[src/rtl/jamma_pkg.sv]
// Shared definitions for the JAMMA input scanner: scan FSM states,
// JAMMA bit positions and the released (all-high) bus value.
package jamma_pkg;

  // Scan sequencer states; P1_* drive jselect low, P2_* drive it high.
  typedef enum logic [1:0] {
    P1_SETTLE = 2'd0,
    P1_SAMPLE = 2'd1,
    P2_SETTLE = 2'd2,
    P2_SAMPLE = 2'd3
  } scan_state_t;

  // Bit positions on the JAMMA player word (active-low).
  localparam int UP    = 0;
  localparam int DOWN  = 1;
  localparam int LEFT  = 2;
  localparam int RIGHT = 3;
  localparam int B1    = 4;
  localparam int B2    = 5;
  localparam int B3    = 6;
  localparam int START = 7;

  // Value of a player word with nothing pressed.
  localparam logic [7:0] JAMMA_RELEASED = 8'hFF;

  localparam int NUM_COINS = 2;

endpackage

[src/rtl/jamma_debounce_bit.sv]
// Single-bit scan-rate debouncer. The output follows the raw input only
// after DEBOUNCE_LEN consecutive enabled samples disagree with it.
module jamma_debounce_bit #(
  parameter int DEBOUNCE_LEN = 8
) (
  input  logic pclk,
  input  logic reset_n,
  input  logic sample_en,
  input  logic raw,
  output logic q
);

  localparam int            CW       = $clog2(DEBOUNCE_LEN + 1);
  localparam logic [CW-1:0] CNT_LAST = CW'(DEBOUNCE_LEN - 1);

  logic [CW-1:0] cnt;

  // Count disagreeing samples; the sample that completes the run flips q
  // and clears the count together, so the counter never exceeds the limit.
  always_ff @(posedge pclk or negedge reset_n) begin
    if (!reset_n) begin
      cnt <= '0;
      q   <= 1'b1;
    end else if (sample_en) begin
      if (raw == q) begin
        cnt <= '0;
      end else if (cnt >= CNT_LAST) begin
        q   <= raw;
        cnt <= '0;
      end else begin
        cnt <= cnt + 1'b1;
      end
    end
  end

endmodule

[src/rtl/jamma_input_scanner.sv]
// JAMMA multiplexed input scanner: alternates jselect between players,
// samples each half after a settle window, debounces every bit at scan
// rate and stretches coin pulses to a minimum width.
module jamma_input_scanner
  import jamma_pkg::*;
#(
  parameter int SETTLE_CYCLES = 4,
  parameter int DEBOUNCE_LEN  = 8,
  parameter int COIN_HOLD     = 16
) (
  input  logic       pclk,
  input  logic       reset_n,
  input  logic [7:0] jjoy,
  input  logic [1:0] jcoin,
  input  logic [5:0] joy_local,
  output logic       jselect,
  output logic [7:0] joystick1,
  output logic [7:0] joystick2,
  output logic [1:0] coin,
  output logic       scan_valid
);

  localparam int         SYNC_W      = 16;
  localparam logic [7:0] SETTLE_LAST = 8'(SETTLE_CYCLES - 1);
  localparam int         HW          = $clog2(COIN_HOLD + 1);
  localparam logic [HW-1:0] HOLD_LOAD = HW'(COIN_HOLD);

  scan_state_t   state;
  logic [7:0]    settle_cnt;

  logic [SYNC_W-1:0] sync_s0;
  logic [SYNC_W-1:0] sync_s1;
  logic [7:0]        jjoy_s;
  logic [5:0]        local_s;
  logic [1:0]        jcoin_s;

  logic [7:0]    p1_raw;
  logic          p1_sample;
  logic          p2_sample;

  logic [1:0]          coin_db;
  logic [1:0]          coin_prev;
  logic [1:0][HW-1:0]  hold;

  // Hold counter after one scan tick, floored at zero.
  function automatic logic [HW-1:0] hold_dec(input logic [HW-1:0] h);
    return (h != '0) ? h - 1'b1 : '0;
  endfunction

  // Two-flop synchronizer for every asynchronous input; released value is 1.
  always_ff @(posedge pclk or negedge reset_n) begin
    if (!reset_n) begin
      sync_s0 <= '1;
      sync_s1 <= '1;
    end else begin
      sync_s0 <= {jcoin, joy_local, jjoy};
      sync_s1 <= sync_s0;
    end
  end

  assign jjoy_s  = sync_s1[7:0];
  assign local_s = sync_s1[13:8];
  assign jcoin_s = sync_s1[15:14];

  // Scan sequencer: settle window then one sample clock per player.
  always_ff @(posedge pclk or negedge reset_n) begin
    if (!reset_n) begin
      state      <= P1_SETTLE;
      settle_cnt <= '0;
      jselect    <= 1'b0;
      scan_valid <= 1'b0;
    end else begin
      scan_valid <= 1'b0;
      case (state)
        P1_SETTLE: begin
          if (settle_cnt == SETTLE_LAST) begin
            settle_cnt <= '0;
            state      <= P1_SAMPLE;
          end else begin
            settle_cnt <= settle_cnt + 1'b1;
          end
        end
        P1_SAMPLE: begin
          state   <= P2_SETTLE;
          jselect <= 1'b1;
        end
        P2_SETTLE: begin
          if (settle_cnt == SETTLE_LAST) begin
            settle_cnt <= '0;
            state      <= P2_SAMPLE;
          end else begin
            settle_cnt <= settle_cnt + 1'b1;
          end
        end
        P2_SAMPLE: begin
          state      <= P1_SETTLE;
          jselect    <= 1'b0;
          scan_valid <= 1'b1;
        end
        default: begin
          state      <= P1_SETTLE;
          settle_cnt <= '0;
          jselect    <= 1'b0;
        end
      endcase
    end
  end

  assign p1_sample = (state == P1_SAMPLE);
  assign p2_sample = (state == P2_SAMPLE);

  // P1 word: the local DB9 stick is wired-AND onto the direction and
  // first two button bits; B3 and START come only from the harness.
  always_comb begin
    p1_raw         = JAMMA_RELEASED;
    p1_raw[B2:UP]  = jjoy_s[B2:UP] & local_s;
    p1_raw[B3]     = jjoy_s[B3];
    p1_raw[START]  = jjoy_s[START];
  end

  for (genvar i = 0; i < 8; i++) begin : g_p1
    jamma_debounce_bit #(.DEBOUNCE_LEN(DEBOUNCE_LEN)) u_db (
      .pclk      (pclk),
      .reset_n   (reset_n),
      .sample_en (p1_sample),
      .raw       (p1_raw[i]),
      .q         (joystick1[i])
    );
  end

  for (genvar i = 0; i < 8; i++) begin : g_p2
    jamma_debounce_bit #(.DEBOUNCE_LEN(DEBOUNCE_LEN)) u_db (
      .pclk      (pclk),
      .reset_n   (reset_n),
      .sample_en (p2_sample),
      .raw       (jjoy_s[i]),
      .q         (joystick2[i])
    );
  end

  for (genvar i = 0; i < NUM_COINS; i++) begin : g_coin
    jamma_debounce_bit #(.DEBOUNCE_LEN(DEBOUNCE_LEN)) u_db (
      .pclk      (pclk),
      .reset_n   (reset_n),
      .sample_en (p2_sample),
      .raw       (jcoin_s[i]),
      .q         (coin_db[i])
    );
  end

  // Coin stretch bookkeeping, ticked once per scan on the scan_valid clock
  // (the clock in which the debounced coin for that scan first appears).
  // A falling edge loads the hold only if the hold would otherwise expire.
  always_ff @(posedge pclk or negedge reset_n) begin
    if (!reset_n) begin
      coin_prev <= 2'b11;
      hold      <= '0;
    end else if (scan_valid) begin
      for (int i = 0; i < NUM_COINS; i++) begin
        coin_prev[i] <= coin_db[i];
        if (coin_prev[i] && !coin_db[i] && (hold_dec(hold[i]) == '0)) begin
          hold[i] <= HOLD_LOAD;
        end else begin
          hold[i] <= hold_dec(hold[i]);
        end
      end
    end
  end

  // Stretched coin: during the scan_valid clock the hold has not ticked yet,
  // so look at its post-tick value to keep coin aligned with joystick2.
  always_comb begin
    coin = 2'b11;
    for (int i = 0; i < NUM_COINS; i++) begin
      coin[i] = coin_db[i] &
                (((scan_valid != 1'b0) ? hold_dec(hold[i]) : hold[i]) == '0);
    end
  end

endmodule

[config.mk]
export PLATFORM = sky130hd
export DESIGN_NAME = jamma_input_scanner
export DESIGN_NICKNAME = d
export VERILOG_FILES = /design/src/rtl/jamma_pkg.sv /design/src/rtl/jamma_debounce_bit.sv /design/src/rtl/jamma_input_scanner.sv
export SDC_FILE = /design/constraint.sdc
export NUM_CORES = 1
export LEC_CHECK = 0
export ABC_AREA = 1
export CAP_MARGIN = 10
export CORE_AREA = 10 10 127 129
export DETAILED_ROUTE_END_ITERATION = 8
export DIE_AREA = 0 0 137 139
export PLACE_DENSITY_LB_ADDON = 0.3
export SYNTH_ARGS = -nofsm -noshare
export SYNTH_HDL_FRONTEND = slang
export SYNTH_SLANG_ARGS = --single-unit
[constraint.sdc]
create_clock -name pclk -period 1.8 [get_ports pclk]
set_input_delay 0.18 -clock pclk [delete_from_list [all_inputs] [get_ports pclk]]
set_output_delay 0.18 -clock pclk [all_outputs]
set_load 0.02 [all_outputs]
After elaboration in Yosys (flattened, before gate mapping)
Cells that the tools add are included.
- register bits: 146
- input port bits: 18
- output and inout port bits: 20
- logic and storage cells: 211
- add/subtract/negate cells: 21
- magnitude comparators: 18
- equal/unequal tests: 24
- mux-type cells: 48
- bitwise operators: 21
- reduce and logical (&&, ||, !) cells: 34
- operators by type and width (kind ; count):
    2-to-1 mux 4 bit ; 36
    adder 4 x 1 -> 4 bit, second input constant ; 18
    >= comparator 4 x 3 -> 1 bit, second input constant ; 18
    AND reduction 3 bit ; 18
    2-to-1 mux 5 bit ; 6
    zero test 5 bit ; 4
    == test 1 bit ; 18
    NOT 1 bit ; 18
    nonzero test 5 bit ; 2
    subtractor 5 x 1 -> 5 bit, second input constant ; 2
    adder 8 x 1 -> 8 bit, second input constant ; 1
    == test 8 x 2 -> 1 bit, second input constant ; 1
    2-to-1 mux 8 bit ; 1
    one-hot mux 2 bit (4 select lines) ; 1
    AND 6 bit ; 1
    == test 2 bit, second input constant ; 2
    logical AND 1 bit ; 4
    2-to-1 mux 2 bit ; 2
    != test 2 bit, second input constant ; 2
    AND 1 bit ; 2
    == test 2 x 1 -> 1 bit, second input constant ; 1
    zero test 1 bit ; 2
    zero test 2 bit ; 1
    one-hot mux 1 bit (2 select lines) ; 1
    other kinds (4) ; 4

Depth between registers and ports, before layout
Gate-level depths: netlist (run 1).
- word-level depth: 5
- depth in mapped cells: 10
- mapped depth without buffers: 10

Cells and area by module
From an unflattened synthesis (run 1), not the netlist that was laid out.
- cells, all modules: 881
- area, all modules: 6955.4 um2
- modules (own cells, without submodules) (module ; times used ; cells an instance ; area an instance (um2)):
    jamma_debounce_bit ; 18 ; 37 ; 262.8
    jamma_input_scanner ; 1 ; 215 ; 2225.9

Least setup slack after synthesis (run 1)
Ideal clock, no wire load.
- path kind: reg2out
- start: reg hold[0] (netlist bit)
- end: out coin[0]
- arrival: 1.331 ns
- required time: 1.620 ns
- slack: 0.289 ns
- cell stages (with the launch flop): 9
- buffers on the path: 0
- path through: dfrtp_1 > inv_1 > ha_1 > nand3_2 > nand2_1 > inv_1 > nand2_1 > nand3_1 > nor2_1
- word-level cells in the longest chain between the ends: 5
- elaborated cells between the ends (all ways): 6
- classes of those cells: add/sub (1); mux (2); bitwise (1); reduce/logical (2)
- ends and longest elaborated chain (item ; RTL line ; text):
    from (decl) ; jamma_input_scanner.sv:43 ; logic [1:0][HW-1:0] hold;
    from (signal, indexed assignment) ; jamma_input_scanner.sv:164 ; hold[i] <= hold_dec(hold[i]);
    subtractor 5 x 1 -> 5 bit or nonzero test 5 bit (tied branches) ; jamma_input_scanner.sv:47 ; return (h != '0) ? h - 1'b1 : '0;
    2-to-1 mux 5 bit ; jamma_input_scanner.sv:47 ;
    2-to-1 mux 5 bit * ; jamma_input_scanner.sv:176 ; (((scan_valid != 1'b0) ? hold_dec(hold[i]) : hold[i]) == '0);
    zero test 5 bit * ; jamma_input_scanner.sv:176 ;
    AND 1 bit * ; jamma_input_scanner.sv:175 ; coin[i] = coin_db[i] &
    to (decl) ; jamma_input_scanner.sv:19 ; output logic [1:0] coin,
Every way passes the cells marked *; elsewhere a longest branch is shown, timed or not.

Worst setup path after layout (run 1)
- start: reg hold[6] (netlist bit)
- end: out coin[1]
The elaborated chain is that of the path after synthesis.

==> summary.md, run 1 <==
| Metric | Value |
|---|---|
| R2r startpoint | `state[0]` |
| Total global-route track usage | `13.65%` |
| Core area | `13670 um2` |
| Critical Path Max Stage Delay | `0.38 ns` |
| Leak pwr | `4.235 nW` |
| Hold Crit Class | `input port to register` |
| Final Cycle Share | `104.0%` |
| Fin nets | `817` |
| Syn nets | `772` |
| Tightest Pin Transition | `0.4585 ns` |
| Port Buffers | `37` |
| DIE HEIGHT | `139 um` |
| Area of the multi-input gates | `2360 um2` |
| Number of CTS-inserted buffers | `17` |
| # IOs | `38` |
| Util after Layout | `58.90%` |
| Setup CP Type | `register to output pin` |
| Max Root-Sink Buffers | `2` |
| Top-area cell type share of the netlist area | `35.11%` |
| Critical Path End Type | `output pin` |
| First DRT Iteration DRCs | `266` |
| DR vias | `4773` |
| RSZ-0062 raised after global routing | `yes` |
| Post-route ant nets | `0` |
| Synth area leader | `dfrtp_1` |
| H-tree levels | `4` |
| DRC viols | `0` |
| CP Max Fanout | `5` |
| Synth Warn # | `0` |
| Worst setup startpoint | `hold[6]` |
| DRT Pass-1 Iters | `5` |
| ANT cells | `0` |
| CP Launch Type | `register` |
| Synthesized area | `6699 um2` |
| Most numerous cell on the critical path | `inv_2` |
| Cell variety after synth | `26` |
| Die width | `137 um` |
| Synth Flop Type | `dfrtp_1` |
| Pwr dens | `955.0 nW/um2` |
| Final Hold Fails | `0` |
| Max Cap Violations | `0` |
| Register Area | `3719 um2` |
| FF+latch count, synth | `146` |
| Hold path depth | `1` |
| Layout overhead on the synthesized area | `20.15%` |
| GPL Wtd Cong | `0.7896` |
| Cell with the most instances after synthesis | `nand2_1` |
| Register area share after synthesis | `55.51%` |
| Total gr overflow | `0` |
| CP arrival | `1.69 ns` |
| Drt total wl | `12240 um` |
| HP Start | `jjoy[1]` |
| Core Rows | `43` |
| Synth top area cells | `dfrtp_1 35%, dfstp_2 20%, nand2_1 7.7%, inv_1 7.4%, ha_1 4.7%` |
| Status | `finished, violations left` |
| Mapped Cells | `729` |
| Slowest stage cell, crit path | `dfrtp_1` |
| Share of cells above drive strength 1 | `17.28%` |
| Crit path cell chain | `inv_2 > ha_4 > nand3_4 > nand2_1 > inv_2 > nand2_2 > nand3_2 > nor2_2 > buf_6` |
| Fillers | `1172` |
| Failing checks | `negative setup slack` |
| Initial antenna violation count | `0` |
| Vias in the first global route | `4846` |
| Hpwl dp | `8531 um` |
| First-pass GRT wire length | `21380 um` |
| Fin area | `8049 um2` |
| TNS Setup | `-0.1277 ns` |
| Slew margin rel. | `69.43%` |
| Vias per cell | `4.936` |
| Asr flop ratio synth | `100.0%` |
| Mean post-synth cell area | `9.189 um2` |
| Min Tclk post-route | `1.871 ns` |
| Post-synth EDFFs | `0` |
| Final Setup Violations | `2` |
| Worst-path clk slew | `0.06 ns` |
| Largest net degree at the start of global routing | `48` |
| DP Area | `7303 um2` |
| Sink Count | `146` |
| Synth cell count leaders | `138 x nand2_1, 132 x inv_1, 94 x dfrtp_1, 52 x dfstp_2, 51 x a21oi_1` |
| Die ar. | `19040 um2` |
| Max Fclk | `0.5344 GHz` |
| Avg WL per Cell | `12.66 um` |
| Worst endpoint required time | `1.62 ns` |
| Final WS setup | `-0.07132 ns` |
| Fin. max-slew vios | `0` |
| Reg2Reg Depth | `6` |
| Clk Latency, worst-skew pair | `0.42 ns` |
| Worst Clk Skew | `0.006339 ns` |
| VDD IR max | `662.6 uV` |
| Root Buffer | `clkbuf_16` |
| CTS tree | `done` |
| Initial core utilization | `49.02%` |
cell usage in the layout, fill, tap and decap left out, drive strengths merged, types with 18 or more instances in the layout:
cell type	synthesis	layout
nand2	138	138
inv	132	132
dfrtp	94	94
dfstp	52	52
a21oi	51	51
nand3	51	51
o21ai	44	44
nor2	40	40
ha	25	25
buf	32	25
clkdlybuf4s50	0	24
clkbuf	2	23
o22ai	18	18
final cells by class:
cell class / count / area share (%)
Sequential cell: 146 / 46.20
Clock buffer: 23 / 6.062
Clock inverter: 9 / 1.881
Inverter: 132 / 6.156
Timing Repair Buffer: 60 / 7.586
Tap cell: 180 / 2.798
Multi-Input combinational cell: 417 / 29.32
metal layers:
layer  GRT usage, %  share of wire (%)  up-vias
met5              0                  0        -
li1               -                  -     2398
met1          16.14                 44     2264
met2          22.43                 50       90
met3          3.478                3.9       21
met4          6.604                2.2        0
registers in the layout, summed over array words and instances, names as in the netlist, 2 cells and up:
signal / cells
g_coin.u_db.cnt: 8
hold: 10
g_p2.u_db.cnt: 32
g_p1.u_db.q: 8
g_p2.u_db.q: 8
sync_s1: 16
settle_cnt: 8
coin_prev: 2
state: 2
g_coin.u_db.q: 2
g_p1.u_db.cnt: 32
sync_s0: 16
path summary, 6_finish.rpt:
check                                 end  slack [ns]
min in group asynchronous   settle_cnt[2]        0.27
setup reg to reg                 state[1]        0.24
hold reg to reg               sync_s1[13]        0.35
setup / recovery                  coin[1]       -0.07
max in group asynchronous  g_p2[6].u_db.q        0.86
hold / removal                 sync_s0[1]        0.16
worst max-delay path, delay by kind of cell, from the launching register on:
family	cells	cell delay, ns
adders and majority gates	1	0.17
buffers and inverters	3	0.26
DFF	1	0.38
and+or+nand+nor	5	0.47
cell families after synthesis:
logic type | Yosys count | share of synthesized area (%)
muxes | 13 | 1.942
AOI/OAI and AO/OA | 117 | 9.245
and+or+nand+nor | 243 | 15.61
buffers and inverters | 166 | 10.53
DFF | 146 | 55.51
adders and majority gates | 25 | 4.669
xor gates and xnor gates | 19 | 2.484
report_power, final:
group	internal [W]	switching [W]	total (W)
combinational	0.000168	0.000227	0.000396
clock	0.00246	0.00129	0.00375
sequential	0.00345	0.0000933	0.00354
total	0.00608	0.00161	0.00769
through the flow:
step	hold WS (ns)	worst slack, ns	std cells	power (W)
floorplan	-0.1156	0.2890	729	0.003798
global placement	0.1451	-0.09337	932	0.003954
detailed placement	0.1551	-0.1655	932	0.003993
CTS	0.1467	-0.06426	965	0.007786
global route	0.1559	-0.1757	967	0.008011
finish	0.1639	-0.07132	967	0.007687
what timing repair did:
item / CTS / global route
gates resized for setup: 30 / 18
pin swaps: 1 / 7
setup buffers: 0 / 2
hold buffers: 1 / 0
setup endpoints to repair: 8 / 7
endpoints found under the hold margin: 29 / 0
(Power assumes the default switching activity.)
==> run 2, diff against run 1 <==
- CTS_BUF_LIST: not set -> sky130_fd_sc_hd__clkbuf_8 sky130_fd_sc_hd__clkbuf_16
- SLEW_MARGIN: not set -> 25
==> summary.md, run 2 (synthesis gave the netlist of run 1 again) <==
| Metric | Value |
|---|---|
| Failing checks | `negative setup slack` |
| Vias per cell | `4.944` |
| # IOs | `38` |
| Worst Clk Skew | `0.006339 ns` |
| Most numerous cell on the critical path | `inv_2` |
| Max Cap Violations | `0` |
| Clk Latency, worst-skew pair | `0.42 ns` |
| Final Setup Violations | `2` |
| Core Rows | `43` |
| Metal3 WL | `472 um` |
| Max Fclk | `0.5347 GHz` |
| Number of CTS-inserted buffers | `17` |
| Layout overhead on the synthesized area | `20.15%` |
| Reg2Reg Depth | `6` |
| Avg WL per Cell | `12.66 um` |
| Largest registers | `g_p1.u_db.cnt x32, g_p2.u_db.cnt x32` |
| Share of cells above drive strength 1 | `17.28%` |
| Slowest stage cell, crit path | `dfrtp_1` |
| Final Hold Fails | `0` |
| Root Buffer | `clkbuf_16` |
| Placed cells | `932` |
| RSZ-0062 raised after global routing | `yes` |
| Worst endpoint required time | `1.62 ns` |
| Core area | `13670 um2` |
| Hold path depth | `1` |
| Initial core utilization | `49.02%` |
| Layout Cells excl Fill | `967` |
| Most frequent cells in the layout | `136 x nand2_1, 126 x inv_1, 94 x dfrtp_1` |
| Total global-route track usage | `13.65%` |
| First-pass GRT wire length | `21380 um` |
| Fillers | `1172` |
| First DRT Iteration DRCs | `263` |
| Util after Layout | `58.90%` |
| Pwr dens | `953.9 nW/um2` |
| Most common cell after layout, fill and taps aside | `nand2_1` |
| Min Tclk post-route | `1.870 ns` |
| Fin nets | `817` |
| Critical Path End Type | `output pin` |
| DR top layer | `met4` |
| Fin. max-slew vios | `0` |
| Critical Path Max Stage Delay | `0.38 ns` |
| CP Max Fanout | `5` |
| Crit path cell chain | `inv_2 > ha_4 > nand3_4 > nand2_1 > inv_2 > nand2_2 > nand3_2 > nor2_2 > buf_6` |
| Vias in the first global route | `4846` |
| Die width | `137 um` |
| CP Launch Type | `register` |
| Status | `finished, violations left` |
| Post-route ant nets | `0` |
| DRC viols | `0` |
| Tightest Pin Transition | `0.4596 ns` |
| Slew margin rel. | `69.36%` |
| DRT Pass-1 Iters | `5` |
| H-tree levels | `4` |
| DR vias | `4781` |
| Initial antenna violation count | `0` |
| Setup CP Type | `register to output pin` |
| Worst-path clk slew | `0.06 ns` |
| Max Root-Sink Buffers | `2` |
| Die ar. | `19040 um2` |
| Sink Count | `146` |
| GPL Wtd Cong | `0.7896` |
| DIE HEIGHT | `139 um` |
| Hold Crit Class | `input port to register` |
| VDD IR max | `662.6 uV` |
| Final WS setup | `-0.07026 ns` |
| Port Buffers | `37` |
| Drt total wl | `12240 um` |
| CP arrival | `1.69 ns` |
| Wire length on met1 | `5366 um` |
| Hpwl dp | `8531 um` |
| Final Cycle Share | `103.9%` |
| Total gr overflow | `0` |
| Routed wl met2 | `6131 um` |
| Largest net degree at the start of global routing | `48` |
| CTS tree | `done` |
| ANT cells | `0` |
| Leak pwr | `4.243 nW` |
run 2: changes by cell type in the layout (fill, tap and decap cells not counted):
| cell | previous run | this run |
|---|---|---|
| clkbuf_1 | 2 | 0 |
| inv_1 | 124 | 126 |
run 2: final timing paths:
| path | start | endpoint | slack (ns) |
|---|---|---|---|
| setup / recovery | hold[6] | coin[1] | -0.07 |
| hold reg to reg | sync_s0[1] | sync_s1[1] | 0.35 |
| min in group asynchronous | reset_n | settle_cnt[2] | 0.27 |
| setup reg to reg | state[0] | state[1] | 0.24 |
| hold / removal | jjoy[1] | sync_s0[1] | 0.16 |
| max in group asynchronous | reset_n | g_p2[6].u_db.q | 0.86 |
run 2: critical path: cells and delay by family, from the launching register on:
kind                       cells  cell delay, ns
buffers and inverters          3            0.26
and+or+nand+nor                5            0.47
adders and majority gates      1            0.17
DFF                            1            0.38
run 2: metrics by stage:
stage	cell area [um2]	hold WS, ns	power [W]	setup WS (ns)	setup TNS, ns
global route	8049	0.1558	0.008000	-0.1757	-0.3293
CTS	7975	0.1465	0.007775	-0.06426	-0.09713
finish	8049	0.1626	0.007678	-0.07026	-0.1267
floorplan	6699	-0.1156	0.003798	0.2890	0
global placement	7303	0.1451	0.003954	-0.09337	-0.1815
detailed placement	7303	0.1551	0.003993	-0.1655	-0.3213
run 2: power breakdown:
part           internal [W]  total [W]  switching [W]
Sequential          0.00345    0.00354      0.0000934
Clock               0.00245    0.00374        0.00129
Combinational      0.000168   0.000396       0.000227
Total               0.00607    0.00768        0.00161
run 2: area by class of cell:
type / instances / area (um2) / area share, %
flip-flops and latches: 146 / 3719 / 46.20
repair buffers: 60 / 610.6 / 7.586
multi-input cells: 417 / 2360 / 29.32
clock buffers: 21 / 480.5 / 5.969
inverters: 132 / 495.5 / 6.156
clock inverters: 11 / 158.9 / 1.974
well taps: 180 / 225.2 / 2.798
run 2: routing by layer:
layer	vias to the layer above	track usage, %
li1	2399	-
met1	2270	16.14
met2	91	22.43
met3	21	3.478
met4	0	6.604
met5	-	0
run 2: repair_timing:
action	CTS	global route
setup endpoints to repair	8	7
pin swaps	1	7
gates resized for setup	30	18
buffers inserted	0	2
endpoints found under the hold margin	29	0
hold buffers	1	0
